`src/rtl/branch_pkg.sv`:
```
// rtl/branch_pkg.sv - shared types and constants for branch resolution and predictor training
package branch_pkg;

  typedef enum logic {
    IDLE     = 1'b0,
    REDIRECT = 1'b1
  } br_res_state_e;

  localparam logic [31:0] INSTR_BYTES = 32'd4;

  typedef struct packed {
    logic        valid;
    logic [31:0] pc;
    logic [31:0] target;
    logic        taken;
  } br_update_t;

endpackage

```
`src/rtl/sat_counter.sv`:
```
// rtl/sat_counter.sv - up counter that sticks at all-ones instead of wrapping
module sat_counter #(
  parameter int W = 32
) (
  input  logic         i_clk,
  input  logic         i_rst,
  input  logic         i_inc,
  output logic [W-1:0] o_count
);

  localparam logic [W-1:0] MAX = {W{1'b1}};
  localparam logic [W-1:0] ONE = {{(W-1){1'b0}}, 1'b1};

  always_ff @(posedge i_clk or posedge i_rst) begin
    if (i_rst) begin
      o_count <= '0;
    end else if (i_inc && (o_count != MAX)) begin
      o_count <= o_count + ONE;
    end
  end

endmodule

```
`src/rtl/branch_resolution_unit.sv`:
```
// rtl/branch_resolution_unit.sv - checks resolved branches against their prediction, trains the predictor, redirects fetch
module branch_resolution_unit
  import branch_pkg::*;
#(
  parameter int CNT_W = 32
) (
  input  logic             i_clk,
  input  logic             i_rst,
  input  logic             i_res_valid,
  input  logic [31:0]      i_res_pc,
  input  logic             i_res_taken,
  input  logic [31:0]      i_res_target,
  input  logic             i_prd_taken,
  input  logic [31:0]      i_prd_target,
  output logic             o_br_update_valid,
  output logic [31:0]      o_br_update_pc,
  output logic [31:0]      o_br_update_target,
  output logic             o_br_update_taken,
  output logic             o_flush,
  output logic             o_redirect_valid,
  output logic [31:0]      o_redirect_pc,
  input  logic             i_redirect_ready,
  output logic             o_busy,
  output logic [CNT_W-1:0] o_cnt_branches,
  output logic [CNT_W-1:0] o_cnt_mispredicts
);

  br_res_state_e state, state_next;
  br_update_t    update;
  logic          accept;
  logic          mispredict;
  logic          accept_mis;
  logic [31:0]   correct_pc;
  logic          flush;
  logic [31:0]   redirect_pc;

  // While a redirect is pending everything arriving is wrong-path and ignored.
  always_comb begin
    accept     = i_res_valid && (state == IDLE);
    mispredict = (i_res_taken != i_prd_taken)
               | (i_res_taken & i_prd_taken & (i_res_target != i_prd_target));
    accept_mis = accept && mispredict;
    correct_pc = i_res_taken ? i_res_target : (i_res_pc + INSTR_BYTES);
  end

  always_comb begin
    state_next = state;
    case (state)
      IDLE:     if (accept_mis) state_next = REDIRECT;
      REDIRECT: if (i_redirect_ready) state_next = IDLE;
      default:  state_next = IDLE;
    endcase
  end

  always_ff @(posedge i_clk or posedge i_rst) begin
    if (i_rst) begin
      state <= IDLE;
    end else begin
      state <= state_next;
    end
  end

  always_ff @(posedge i_clk or posedge i_rst) begin
    if (i_rst) begin
      update      <= '0;
      flush       <= 1'b0;
      redirect_pc <= '0;
    end else begin
      update.valid <= accept;
      flush        <= accept_mis;
      if (accept) begin
        update.pc     <= i_res_pc;
        update.target <= i_res_target;
        update.taken  <= i_res_taken;
      end
      if (accept_mis) begin
        redirect_pc <= correct_pc;
      end
    end
  end

  sat_counter #(.W(CNT_W)) u_cnt_branches (
    .i_clk   (i_clk),
    .i_rst   (i_rst),
    .i_inc   (accept),
    .o_count (o_cnt_branches)
  );

  sat_counter #(.W(CNT_W)) u_cnt_mispredicts (
    .i_clk   (i_clk),
    .i_rst   (i_rst),
    .i_inc   (accept_mis),
    .o_count (o_cnt_mispredicts)
  );

  // The state register doubles as the redirect-valid and busy flops.
  assign o_br_update_valid  = update.valid;
  assign o_br_update_pc     = update.pc;
  assign o_br_update_target = update.target;
  assign o_br_update_taken  = update.taken;
  assign o_flush            = flush;
  assign o_redirect_valid   = (state == REDIRECT);
  assign o_redirect_pc      = redirect_pc;
  assign o_busy             = (state == REDIRECT);

endmodule

```
`config.mk`:
```
export PLATFORM = sky130hd
export DESIGN_NAME = branch_resolution_unit
export DESIGN_NICKNAME = d
export VERILOG_FILES = /design/src/rtl/branch_pkg.sv /design/src/rtl/sat_counter.sv /design/src/rtl/branch_resolution_unit.sv
export SDC_FILE = /design/constraint.sdc
export NUM_CORES = 1
export LEC_CHECK = 0
export CAP_MARGIN = 0
export CORE_MARGIN = 10
export CORE_UTILIZATION = 25
export DETAILED_ROUTE_END_ITERATION = 7
export PLACE_DENSITY = 0.53
export SLEW_MARGIN = 20
export SYNTH_ARGS = -nofsm -noshare
export SYNTH_HDL_FRONTEND = slang
export SYNTH_HIERARCHICAL = 1
export SYNTH_SLANG_ARGS = --single-unit
```
`constraint.sdc`:
```
create_clock -name i_clk -period 9.7 [get_ports i_clk]
set_clock_uncertainty 0.2 [all_clocks]
set_input_delay 2.91 -clock i_clk [delete_from_list [all_inputs] [get_ports i_clk]]
set_output_delay 2.91 -clock i_clk [all_outputs]
set_load 0.01 [all_outputs]
```
After elaboration in Yosys (flattened, before gate mapping) --
Cells that the tools add are included.
Storage, ports and cells: register bits after elaboration 164, logic and storage cells 28
Operators by class: $add $sub $neg 3, equality and inequality tests 4, muxes and demuxes 4, bitwise gates (word level) 4, reduce and logical (&&, ||, !) cells 4
Operator list (count):
- 32-bit by 1-bit adder with 32-bit output, second input constant | 2
- 32-bit != test, second input constant | 2
- 32-bit by 3-bit adder with 32-bit output, second input constant | 1
- 32-bit 2-to-1 mux | 1
- 32-bit != test | 1
- 1-bit logical AND | 4
- 1-bit AND | 2
- 1-bit 2-to-1 mux | 2
- 1-bit case mux with 2 select lines | 1
- 1-bit != test | 1
- 1-bit NOT | 1
- 1-bit bitwise OR | 1

Logic depth before layout (Yosys ltp) --
depth in word-level cells 6, mapped depth 12

Modules after synthesis --
Netlist, hierarchy kept.
By module, submodules not included:
- branch_resolution_unit | instances 1, cells each 414, area each 5103.6 um2, sequential area each 2502.4 um2
- sat_counter | instances 2, cells each 139, area each 1561.5 um2, sequential area each 800.8 um2

Worst setup path after synthesis --
Ideal clock, no wire load.
path type in2reg, from input i_res_valid, to register u_cnt_branches.o_count[31], setup time 0.125 ns, arrival time 5.227 ns, data required time 9.375 ns, slack 4.148 ns, stages on the path 10, buffers on the path 4, cell sequence nor2b_1 -> clkbuf_1 -> clkbuf_1 -> buf_2 -> clkbuf_2 -> nand3_1 -> or4_4 -> a311oi_4 -> nand4_1 -> xnor2_1
Between the ends: longest elaborated chain between the ends 2
RTL lines:
- start, declared | RTL line branch_resolution_unit.sv:9 | input logic i_res_valid,
- 1-bit logical AND | RTL line branch_resolution_unit.sv:39 | accept = i_res_valid && (state == IDLE);
- via accept | RTL line branch_resolution_unit.sv:30 | logic accept;
- 1-bit logical AND | RTL line sat_counter.sv:17 | end else if (i_inc && (o_count != MAX)) begin
- end signal, assigned | RTL line sat_counter.sv:18 | o_count <= o_count + ONE;
- end, declared | RTL line sat_counter.sv:8 | output logic [W-1:0] o_count
The timed path passes the listed nets, and every way through them passes these cells. A chain may end at the register's enable or synchronous reset.

Worst setup path after layout --
from input i_res_target[30], to register u_cnt_mispredicts.o_count[31]
Between the ends: longest elaborated chain between the ends 5
RTL lines:
- start, declared | RTL line branch_resolution_unit.sv:12 | input logic [31:0] i_res_target,
- 32-bit != test | RTL line branch_resolution_unit.sv:41 | | (i_res_taken & i_prd_taken & (i_res_target != i_prd_target));
- 1-bit AND | RTL line branch_resolution_unit.sv:41
- 1-bit bitwise OR | RTL line branch_resolution_unit.sv:41
- 1-bit logical AND | RTL line branch_resolution_unit.sv:42 | accept_mis = accept && mispredict;
- 1-bit logical AND | RTL line sat_counter.sv:17
- end signal, assigned | RTL line sat_counter.sv:18
- end, declared | RTL line sat_counter.sv:8
Every way passes these cells.

==> results.md <==
* Grt ovf at 0
* Fin crit period at 6.36 ns
* Worst Path Arrival at around 6.5 ns
* Count of final max-slew check failures at 0
* Area leader, netlist: dfrtp_1
* Most used DFF post-synth: dfrtp_1
* Yosys top cell area share at 0.499
* Synth Instances at about 690
* Leakage dissipation at about 0.0048 uW
* Pint at 1680 uW
* Worst min-delay path category: reg -> reg
* CP required at just under 10 ns
* CTS sink count at 164
* Worst setup SP type: primary input
* Fraction of the yosys area taken by sequential cells at 0.499
* Area delta synth->final at 45.2%
* H-tree levels at 4
* Post-CTS Setup Inserts at 0
* CTS Buf Count at 17
* Sequential Power Share at 0.391
* Asr flop ratio synth at 1.00
* TritonCTS clock tree: yes
* RSZ-0062 raised after global routing: no
* Reg clk slew, reported paths at approximately 0.06 ns
* PwrDens at 198 nW/um2
* EDFF count, synth at 0
* First-pass GRT wire length at 43,600 um
* Vias post-DR at 6,303
* Yosys warnings at 6
* Hold Buf Count CTS at 0
* Hold slack at around 0.3 ns
* Switch Pwr at around 690 uW
* Count leader, synth: dfrtp_1
* Core area at roughly 33,000 um2
* Drt first-iter violations at ~280
* Ports at between 200 and 300
* Avg Synthesized Cell Area at ~12 um2
* Largest net degree at the start of global routing at 65
* Nets at about 1,100
* Status: finished clean
* Antenna cell count at 0
* FF-to-FF path depth at 8
* Worst-Margin Slew at about 0.9 ns
* Cell variety after synth at between 40 and 50
* Mapped cell area at 8230 um2
* DP HPWL at between 20,000 and 25,000 um
* GRT Util Overall at 0.139
* WHS Path Cells at 1
* Tcrit/Tclk final at 0.656
* Final Hold Fails at 0
* Crit end category: register
* Height of the chip at 201 um
* IO Port Bufs at ~270
* Drt pass-1 iters at 6
* Remaining DRCs at 0
* CP max FO at 42
* Clock Path Buffers at 2
* Rows at 66
* Max-cap check violation count at 0
* Post-route ant nets at 0
* Post-cts resize count at 0
* Logic pwr share at 0.313
* Syn_nets at 798
* Worst reg-to-reg setup slack at between 6 and 7 ns
* Flops & latches, synth at ~160
* DR WL/cell at 19.9 um
* Sw Share at 0.291
* Die Width at roughly 200 um
* Fmax at roughly 160 MHz
* Vias/cell at roughly 4.5
* Gpl congestion at 0.769
* Die Area at 40,600 um2
* Clock network power share at 0.296
* TNS Setup at 0 ns
* Detailed Route WL at roughly 28,000 um
* CP Class: in -> reg
* Layout cells sized above 1 at 0.163
* Worst vdd ir at between 0.1 and 0.15 mV
* Slew HR at 0.378
* Number of global-route vias before repair at around 6,700
* Top area cells in the synthesized netlist: dfrtp_1 50%, mux2_2 10%, xnor2_1 6.2%, xor2_1 6.2%, mux2_4 5.1%
* Most frequent cells after synthesis: 164 x dfrtp_1, 74 x mux2_2, 65 x nand3_1
* Initial core utilization at 0.253
* CTS root buffer: clkbuf_16
* Finish-stage setup viols at 0
* Initial antenna violation count at 0
* Worst-Skew Late Latency at roughly 0.44 ns
metal layers:
| metal | part of all wire | routed length, um | track usage |
|---|---|---|---|
| met5 | 0 | 0 | 0 |
| met4 | 0.0096 | 269 | 0.0349 |
| met3 | 0.050 | 1410 | 0.0405 |
| met2 | 0.48 | 13400 | 0.224 |
| met1 | 0.46 | 12900 | 0.179 |
sequential cells by signal, summed over array words and instances, names as in the netlist:
signal	flops
o_br_update_pc	32
o_br_update_target	32
o_redirect_pc	32
u_cnt_branches/o_count	32
u_cnt_mispredicts/o_count	32
o_br_update_taken	1
o_br_update_valid	1
o_busy	1
o_flush	1
power groups by stage:
stage / clock, uW / combinational (uW) / sequential, uW
detailed placement: 0 / 756 / 938
finish: 699 / 741 / 925
global placement: 0 / 758 / 932
global route: 752 / 794 / 948
CTS: 726 / 760 / 927
floorplan: 0 / 252 / 988
through the flow:
stage | cell area [um2] | cells | util | total power [uW] | setup WS, ns
after CTS | 11900 | 1409 | 0.367 | 2410 | 3.29
after global placement | 11300 | 1378 | 0.349 | 1690 | 2.85
after detailed placement | 11300 | 1378 | 0.349 | 1690 | 2.81
after floorplan | 8230 | 692 | - | 1240 | 3.97
final | 11900 | 1409 | 0.367 | 2370 | 3.34
after global routing | 11900 | 1409 | 0.367 | 2490 | 3.18
critical path, stage by stage:
cell and delay [ns]:
clkdlybuf4s50_1 0.51, xor2_1 0.49, nor4_1 0.12, nand4_1 0.11
o211ai_2 0.12, nand2_4 0.60, nand3_1 0.20, or4_4 0.46
a311oi_4 0.55, nand4_1 0.19, xnor2_1 0.18
layout make-up:
type	instances	area, um2
inverters	11	43.8
multi-input cells	490	3950
flip-flops and latches	164	4100
clock buffers	22	464
repair buffers	271	2700
well taps	442	553
fillers	3282	20600
clock inverters	9	129
logic make-up (layout without fill, tap and decap cells):
kind of cell / count (synthesis) / count (layout) / share of synthesized area
adders and majority gates: 4 / 4 / 0.00608
AOI/OAI and AO/OA: 46 / 46 / 0.0423
DFF: 164 / 164 / 0.499
muxes: 105 / 105 / 0.156
buffers and inverters: 38 / 313 / 0.0216
xor gates and xnor gates: 116 / 116 / 0.123
and+or+nand+nor: 219 / 219 / 0.152
layout by cell type (no fill, tap or decap), types with 2 or more instances in the layout:
master and count:
or3_1 3, or4_4 2, a31oi_1 4, xnor2_1 58, nor4_4 4, o21ai_0 25
mux2_2 74, bufinv_16 3, a21oi_1 4, mux2_4 28, nor2_1 14, and4_2 2
a41oi_1 4, mux2i_1 3, clkbuf_1 3, clkbuf_8 2, clkbuf_16 17, o21ai_1 3
nor4_1 11, nand2_1 49, nand3_1 65, dfrtp_1 164, inv_1 10, clkdlybuf4s50_1 265
nand4_2 2, nor3_1 3, and4_1 4, a311oi_4 2, nand2_2 2, xor2_1 58
buf_4 5, ha_1 4, clkinv_2 3, a2111oi_4 2, nand4_1 28, and3_1 26
clkinvlp_4 2
path summary, 6_finish.rpt:
check,from,endpoint
min,u_cnt_mispredicts/o_count[10]$_DFFE_PP0P_,u_cnt_mispredicts/o_count[10]$_DFFE_PP0P_
min in group asynchronous,i_rst,o_br_update_pc[0]$_DFFE_PP0P_
max reg2reg,o_busy$_DFF_PP0_,u_cnt_mispredicts/o_count[31]$_DFFE_PP0P_
min reg2reg,u_cnt_mispredicts/o_count[10]$_DFFE_PP0P_,u_cnt_mispredicts/o_count[10]$_DFFE_PP0P_
max,i_res_target[30],u_cnt_mispredicts/o_count[31]$_DFFE_PP0P_
max in group asynchronous,i_rst,o_redirect_pc[30]$_DFFE_PP0P_
Power figures use the tool's default switching activity.
